File: src/rtl/alu_pkg.sv
// Shared definitions for the serial add/subtract/logic unit: operation
// encodings, sequencer states and the condition-code bundle.
package alu_pkg;

    // Operation encodings as presented on the op input.
    typedef enum logic [1:0] {
        OP_ADD = 2'b00,
        OP_SUB = 2'b01,
        OP_AND = 2'b10,
        OP_XOR = 2'b11
    } op_e;

    // Sequencer states.
    typedef enum logic [1:0] {
        IDLE = 2'b00,
        BUSY = 2'b01,
        DONE = 2'b10
    } state_e;

    // Y86 condition codes produced alongside each result.
    typedef struct packed {
        logic zf;
        logic sf;
        logic of;
        logic cout;
    } flags_t;

    // ADD and SUB go through the carry chain; AND and XOR do not.
    function automatic logic is_arith(input op_e op);
        return (op == OP_ADD) || (op == OP_SUB);
    endfunction

endpackage

File: src/rtl/addsub_chunk.sv
// Combinational CHUNK-bit ripple adder. Besides the carry-out it exposes the
// carry into the top bit so the caller can derive signed overflow on the
// most-significant chunk.
module addsub_chunk #(
    parameter int CHUNK = 16
) (
    input  logic [CHUNK-1:0] a,
    input  logic [CHUNK-1:0] b,
    input  logic             cin,
    output logic [CHUNK-1:0] sum,
    output logic             cout,
    output logic             c_msb
);

    // c[i] is the carry into bit i; c[CHUNK] is the chunk carry-out.
    logic [CHUNK:0] c;

    assign c[0] = cin;

    for (genvar i = 0; i < CHUNK; i++) begin : g_bit
        full_adder u_fa (
            .a    (a[i]),
            .b    (b[i]),
            .cin  (c[i]),
            .sum  (sum[i]),
            .cout (c[i+1])
        );
    end

    assign cout  = c[CHUNK];
    assign c_msb = c[CHUNK-1];

endmodule

File: src/rtl/full_adder.sv
// Existing 1-bit full-adder cell, the building block of the chunk adder.
module full_adder (
    input  logic a,
    input  logic b,
    input  logic cin,
    output logic sum,
    output logic cout
);

    assign sum  = a ^ b ^ cin;
    assign cout = (a & b) | (cin & (a ^ b));

endmodule

File: src/rtl/addsub_serial.sv
// Multi-cycle add/subtract/logic unit for the execute stage. Operands are
// latched on accept, then processed CHUNK bits per cycle (low chunk first)
// with the carry held in a register between chunks. Result and condition
// codes are presented with a valid/ready handshake and held until taken.
module addsub_serial
    import alu_pkg::*;
#(
    parameter int WIDTH = 64,
    parameter int CHUNK = 16
) (
    input  logic             clk,
    input  logic             rst,
    input  logic             in_valid,
    output logic             in_ready,
    input  logic [1:0]       op,
    input  logic [WIDTH-1:0] a,
    input  logic [WIDTH-1:0] b,
    output logic             out_valid,
    input  logic             out_ready,
    output logic [WIDTH-1:0] result,
    output logic             zf,
    output logic             sf,
    output logic             of,
    output logic             cout
);

    localparam int NCHUNK = WIDTH / CHUNK;
    localparam int IDXW   = (NCHUNK > 1) ? $clog2(NCHUNK) : 1;
    localparam logic [IDXW-1:0] LAST_IDX = IDXW'(NCHUNK - 1);

    // Parameter sanity: reject configurations the chunk sequencing cannot
    // represent.
    if (WIDTH < 2) begin : g_bad_width
        $error("addsub_serial: WIDTH must be at least 2");
    end
    if (CHUNK < 1) begin : g_bad_chunk
        $error("addsub_serial: CHUNK must be at least 1");
    end else if ((WIDTH % CHUNK) != 0) begin : g_bad_split
        $error("addsub_serial: WIDTH must be divisible by CHUNK");
    end

    // ------------------------------------------------------------------
    // State
    // ------------------------------------------------------------------
    state_e            state_q,  state_d;
    logic [IDXW-1:0]   idx_q,    idx_d;
    op_e               op_q,     op_d;
    logic [WIDTH-1:0]  a_q,      a_d;
    logic [WIDTH-1:0]  b_q,      b_d;      // already inverted for SUB
    logic              carry_q,  carry_d;
    logic              zacc_q,   zacc_d;   // every slice so far was zero
    logic [WIDTH-1:0]  result_q, result_d;
    flags_t            flags_q,  flags_d;

    // ------------------------------------------------------------------
    // Chunk datapath
    // ------------------------------------------------------------------
    int unsigned       base;
    logic [CHUNK-1:0]  a_slice;
    logic [CHUNK-1:0]  b_slice;
    logic [CHUNK-1:0]  sum_slice;
    logic              sum_cout;
    logic              sum_cmsb;
    logic [CHUNK-1:0]  slice;
    logic              accept;
    logic              last_chunk;

    assign base    = 32'(idx_q) * CHUNK;
    assign a_slice = a_q[base +: CHUNK];
    assign b_slice = b_q[base +: CHUNK];

    addsub_chunk #(
        .CHUNK (CHUNK)
    ) u_chunk (
        .a     (a_slice),
        .b     (b_slice),
        .cin   (carry_q),
        .sum   (sum_slice),
        .cout  (sum_cout),
        .c_msb (sum_cmsb)
    );

    // Select the value written for the current chunk according to the op.
    always_comb begin
        unique case (op_q)
            OP_AND:  slice = a_slice & b_slice;
            OP_XOR:  slice = a_slice ^ b_slice;
            default: slice = sum_slice;
        endcase
    end

    // ------------------------------------------------------------------
    // Handshake
    // ------------------------------------------------------------------
    assign in_ready   = (state_q == IDLE) || ((state_q == DONE) && out_ready);
    assign accept     = in_valid && in_ready;
    assign last_chunk = (idx_q == LAST_IDX);

    // Next-state and datapath update: chunk processing in BUSY, hand-off in
    // DONE, and operand capture whenever a transfer is accepted.
    always_comb begin
        // NOTE: every variable gets its hold value first so no path through
        // the case can leave one unassigned and infer a latch.
        state_d  = state_q;
        idx_d    = idx_q;
        op_d     = op_q;
        a_d      = a_q;
        b_d      = b_q;
        carry_d  = carry_q;
        zacc_d   = zacc_q;
        result_d = result_q;
        flags_d  = flags_q;

        unique case (state_q)
            BUSY: begin
                result_d[base +: CHUNK] = slice;
                zacc_d = zacc_q & (slice == '0);
                if (is_arith(op_q)) begin
                    carry_d = sum_cout;
                end
                if (last_chunk) begin
                    // The last chunk holds the MSB, so every flag is known now.
                    state_d      = DONE;
                    flags_d.zf   = zacc_d;
                    flags_d.sf   = slice[CHUNK-1];
                    flags_d.of   = is_arith(op_q) & (sum_cmsb ^ sum_cout);
                    flags_d.cout = is_arith(op_q) & sum_cout;
                end else begin
                    idx_d = idx_q + IDXW'(1);
                end
            end
            DONE: begin
                if (out_ready) begin
                    state_d = IDLE;
                end
            end
            default: ;
        endcase

        // A transfer from IDLE, or from DONE while the result is being
        // taken, starts a new operation on the same edge.
        if (accept) begin
            state_d  = BUSY;
            idx_d    = '0;
            op_d     = op_e'(op);
            a_d      = a;
            b_d      = (op_e'(op) == OP_SUB) ? ~b : b;
            carry_d  = (op_e'(op) == OP_SUB);
            zacc_d   = 1'b1;
            result_d = '0;
        end
    end

    // State and datapath registers with synchronous reset.
    always_ff @(posedge clk) begin
        if (rst) begin
            // NOTE: the datapath registers are reset too, not just the
            // state, because result and flags drive outputs that must read
            // zero straight out of reset.
            state_q  <= IDLE;
            idx_q    <= '0;
            op_q     <= OP_ADD;
            a_q      <= '0;
            b_q      <= '0;
            carry_q  <= 1'b0;
            zacc_q   <= 1'b0;
            result_q <= '0;
            flags_q  <= '0;
        end else begin
            // NOTE: non-blocking assignments so every register samples the
            // pre-edge values computed above, independent of statement order.
            state_q  <= state_d;
            idx_q    <= idx_d;
            op_q     <= op_d;
            a_q      <= a_d;
            b_q      <= b_d;
            carry_q  <= carry_d;
            zacc_q   <= zacc_d;
            result_q <= result_d;
            flags_q  <= flags_d;
        end
    end

    // ------------------------------------------------------------------
    // Outputs
    // ------------------------------------------------------------------
    assign out_valid = (state_q == DONE);
    assign result    = result_q;
    assign zf        = flags_q.zf;
    assign sf        = flags_q.sf;
    assign of        = flags_q.of;
    assign cout      = flags_q.cout;

endmodule

File: config.mk
export PLATFORM = sky130hd
export DESIGN_NAME = addsub_serial
export DESIGN_NICKNAME = d
export VERILOG_FILES = /design/src/rtl/alu_pkg.sv /design/src/rtl/addsub_chunk.sv /design/src/rtl/full_adder.sv /design/src/rtl/addsub_serial.sv
export SDC_FILE = /design/constraint.sdc
export NUM_CORES = 1
export LEC_CHECK = 0
export CAP_MARGIN = 20
export CORE_ASPECT_RATIO = 1.75
export CORE_MARGIN = 5
export CORE_UTILIZATION = 51
export DETAILED_ROUTE_END_ITERATION = 12
export GPL_ROUTABILITY_DRIVEN = 0
export HOLD_SLACK_MARGIN = 0.06
export PLACE_DENSITY_LB_ADDON = 0.25
export SLEW_MARGIN = 40
export SYNTH_ARGS = -nofsm -noshare
export SYNTH_HDL_FRONTEND = slang
export SYNTH_SLANG_ARGS = --single-unit
File: constraint.sdc
create_clock -name clk -period 7.8 [get_ports clk]
set_input_delay 1.17 -clock clk [delete_from_list [all_inputs] [get_ports clk]]
set_output_delay 1.17 -clock clk [all_outputs]
set_load 0.02 [all_outputs]
==> results of run 1 <==
## registers in the layout, summed over array words and instances (netlist names)
| register | cells |
|---|---|
| a_q | 64 |
| b_q | 64 |
| carry_q | 1 |
| cout | 1 |
| idx_q | 2 |
| of | 1 |
| op_q | 2 |
| result | 64 |
| sf | 1 |
| state_q | 2 |
| zacc_q | 1 |
| zf | 1 |
## final cells by class
type / instances / area (um^2)
timing repair buffer: 218 / 2170
clock buffer: 27 / 546
clock inverter: 6 / 61.3
multi-input combinational: 681 / 4900
inverter: 31 / 116
tap: 238 / 298
sequential: 204 / 4090
fill: 1510 / 6240
## worst max-delay path, stage by stage (launching register included)
cell and delay (ns):
sky130_fd_sc_hd__dfxtp_2 0.38, sky130_fd_sc_hd__buf_4 0.44, sky130_fd_sc_hd__mux4_2 0.34, sky130_fd_sc_hd__inv_2 0.04
sky130_fd_sc_hd__fa_1 0.45, sky130_fd_sc_hd__fa_1 0.40, sky130_fd_sc_hd__fa_1 0.39, sky130_fd_sc_hd__fa_1 0.37
sky130_fd_sc_hd__inv_1 0.08, sky130_fd_sc_hd__fa_1 0.18, sky130_fd_sc_hd__fa_1 0.17, sky130_fd_sc_hd__inv_1 0.05
sky130_fd_sc_hd__fa_1 0.39, sky130_fd_sc_hd__fa_1 0.41, sky130_fd_sc_hd__fa_1 0.40, sky130_fd_sc_hd__fa_1 0.40
sky130_fd_sc_hd__inv_1 0.08, sky130_fd_sc_hd__fa_1 0.19, sky130_fd_sc_hd__fa_1 0.20, sky130_fd_sc_hd__fa_1 0.20
sky130_fd_sc_hd__fa_1 0.22, sky130_fd_sc_hd__inv_1 0.06, sky130_fd_sc_hd__fa_1 0.49, sky130_fd_sc_hd__mux2i_1 0.16
sky130_fd_sc_hd__nor4_1 0.25, sky130_fd_sc_hd__nand4_1 0.16, sky130_fd_sc_hd__a311oi_1 0.29
## cell usage after synthesis (3+ instances only)
library cell               number
sky130_fd_sc_hd__inv_2         19
sky130_fd_sc_hd__inv_1         12
sky130_fd_sc_hd__a22oi_1       64
sky130_fd_sc_hd__clkbuf_1      41
sky130_fd_sc_hd__nand2_1      139
sky130_fd_sc_hd__ha_1          25
sky130_fd_sc_hd__nor2_1       141
sky130_fd_sc_hd__a21oi_1       80
sky130_fd_sc_hd__mux2i_1       25
sky130_fd_sc_hd__dfxtp_1      204
sky130_fd_sc_hd__nor4_4         3
sky130_fd_sc_hd__buf_2         27
sky130_fd_sc_hd__xnor2_1       65
sky130_fd_sc_hd__buf_1          8
sky130_fd_sc_hd__fa_1          16
sky130_fd_sc_hd__mux4_2        32
sky130_fd_sc_hd__a211oi_1      64
## worst paths after layout
kind / startpoint / end / slack [ns] / cells past startpoint
max: idx_q[0] / zf / 0.51 / 26
min: a_q[11] / a_q[11] / 0.45 / 2
max reg2reg: idx_q[0] / zf / 0.51 / 26
min reg2reg: a_q[11] / a_q[11] / 0.45 / 2
## kinds of logic after synthesis
group,Yosys count,synth area share
AOI/OAI and AO/OA,215,0.150
xor gates and xnor gates,66,0.0612
DFF,204,0.432
muxes,59,0.107
and+or+nand+nor,300,0.132
adders and majority gates,41,0.0670
buffers and inverters,111,0.0514
## stage by stage
| step | hold WS (ns) | instances | utilization | setup WS [ns] |
|---|---|---|---|---|
| 3_3_place_gp | 0.440 | 1368 | 0.625 | 0.768 |
| 3_5_place_dp | 0.446 | 1371 | 0.627 | 0.584 |
| 4_1_cts | 0.455 | 1404 | 0.660 | 0.498 |
| 5_1_grt | 0.473 | 1405 | 0.661 | 0.0630 |
| 2_1_floorplan | 0.433 | 996 | - | 0.695 |
| 6_report | 0.452 | 1405 | 0.661 | 0.506 |
## layer usage
layer  part of all wire  vias up  wire (um)  GRT usage
met2               0.53      266      13100      0.424
li1                   -     3760          -          -
met3              0.059       64       1450     0.0274
met1               0.38     3562       9280      0.258
met5                  0        -          0          0
met4              0.035        0        864     0.0814
## where the power goes
part	total [W]	switching [W]	internal, W
combinational	0.000693	0.000405	0.000288
clock	0.000912	0.000391	0.000522
sequential	0.00119	0.0000542	0.00113
total	0.00279	0.000850	0.00194
==> metrics.txt, run 1 <==
pin count of the biggest net entering global routing=107; cell area after synthesis=0.00944 mm^2; worst endpoint required time=8.19 ns; core box area=0.0184 mm^2; unrepaired setup endpoints after global routing=no; initial cell density of the core=0.513; count of hold-fix buffers inserted at cts=0; normalized max-slew margin=0.442; Min Clock Period, post-route=7.29 ns; power after layout=0.00279 W; number of global-route vias before repair=7653; Inserted Diodes=0; detailed-route wire length per cell=17.5 um; synth warn=0; number of pins with negative max-slew slack in the final report=0; starting DRC count in detailed routing=461; root buffer cell=sky130_fd_sc_hd__clkbuf_16; number of antenna violations at the first check in global routing=0; maxcap violations=0; final hold violation count=0; clock-pin slew of the registers on the worst-case setup and hold paths=0.07 ns; share of Yosys cell area claimed by the top area cell type=0.432; setup clock skew after layout=0.00936 ns; slew of the pin with the lowest slew margin=0.837 ns; area after detailed placement=0.0115 mm^2; PortBufs=203; drt total wl=24.7 mm; dominant cell type by area after synthesis=sky130_fd_sc_hd__dfxtp_1; area of the die=0.0214 mm^2; signal arrival time at the worst endpoint=7.68 ns; fin nets=1330; number of buffers added by the clock tree synthesis step=19; sequential element share of the synthesized area=0.432; PD cells=230 mW/mm^2; highest-count cells in the layout ignoring fill and taps=202 x sky130_fd_sc_hd__clkdlybuf4s50_1, 201 x sky130_fd_sc_hd__dfxtp_1, 141 x sky130_fd_sc_hd__nor2_1; std cell rows=66; vertical extent of the die=190 um; Die Span X=113 um; category of the worst setup path capture point=register; number of standard cells after synthesis=996; clock latency on the worst-skew pair=0.48 ns; final setup vio count=0; share of flip-flops with an asynchronous set or reset after synthesis=0; total gr overflow=0; Setup crit start kind=register; number of synthesized register bits=204; ratio of cells with drive above 1 in the final layout=0.0977; max frequency=137 MHz; crit share post-route=0.935; Syn Nets=1171; first-pass iteration count of the detailed router=6; most common cell after layout, fill and taps aside=sky130_fd_sc_hd__clkdlybuf4s50_1; ANT nets after route=0; cells resized by post-CTS repair=0; Main synth FF type=sky130_fd_sc_hd__dfxtp_1; via count=7652; Peak VDD IR=0.000139 V; DRC violations left=0; wire length of the first global-routing pass=39.1 mm; htree depth=1; clock sinks=204; Synth area leaders=sky130_fd_sc_hd__dfxtp_1 43%, sky130_fd_sc_hd__mux4_2 7.6%, sky130_fd_sc_hd__xnor2_1 6.0%, sky130_fd_sc_hd__nor2_1 5.6%, sky130_fd_sc_hd__nand2_1 5.5%; number of top-level design ports=204; type of the worst setup path=register to register; Critical Path Fanout Max=24; number of setup buffers added after CTS=0; class of the tightest hold or removal check=register to register; clock buffer depth=3; status=finished clean; CTS tree=done; hpwl dp=18.3 mm; growth of design area from synthesis to finish=28.9%; number of flops mapped to enable cells by yosys=0; overall global routing resource usage=0.226; Distinct cells, synth=39; fin area=0.0122 mm^2; drt via density=5.45; total negative setup slack=0 ns; mean post-synth cell area=9.48 um^2; leakage power summed over all cells=4.24 nW
Power figures use the tool's default switching activity.
==> run 2: changes to the inputs <==
- CAP_MARGIN: 20 -> not set
- HOLD_SLACK_MARGIN: 0.06 -> 0.15
==> results of run 2 <==
No change in the layout: final DEF, timing and power equal those of run 1.
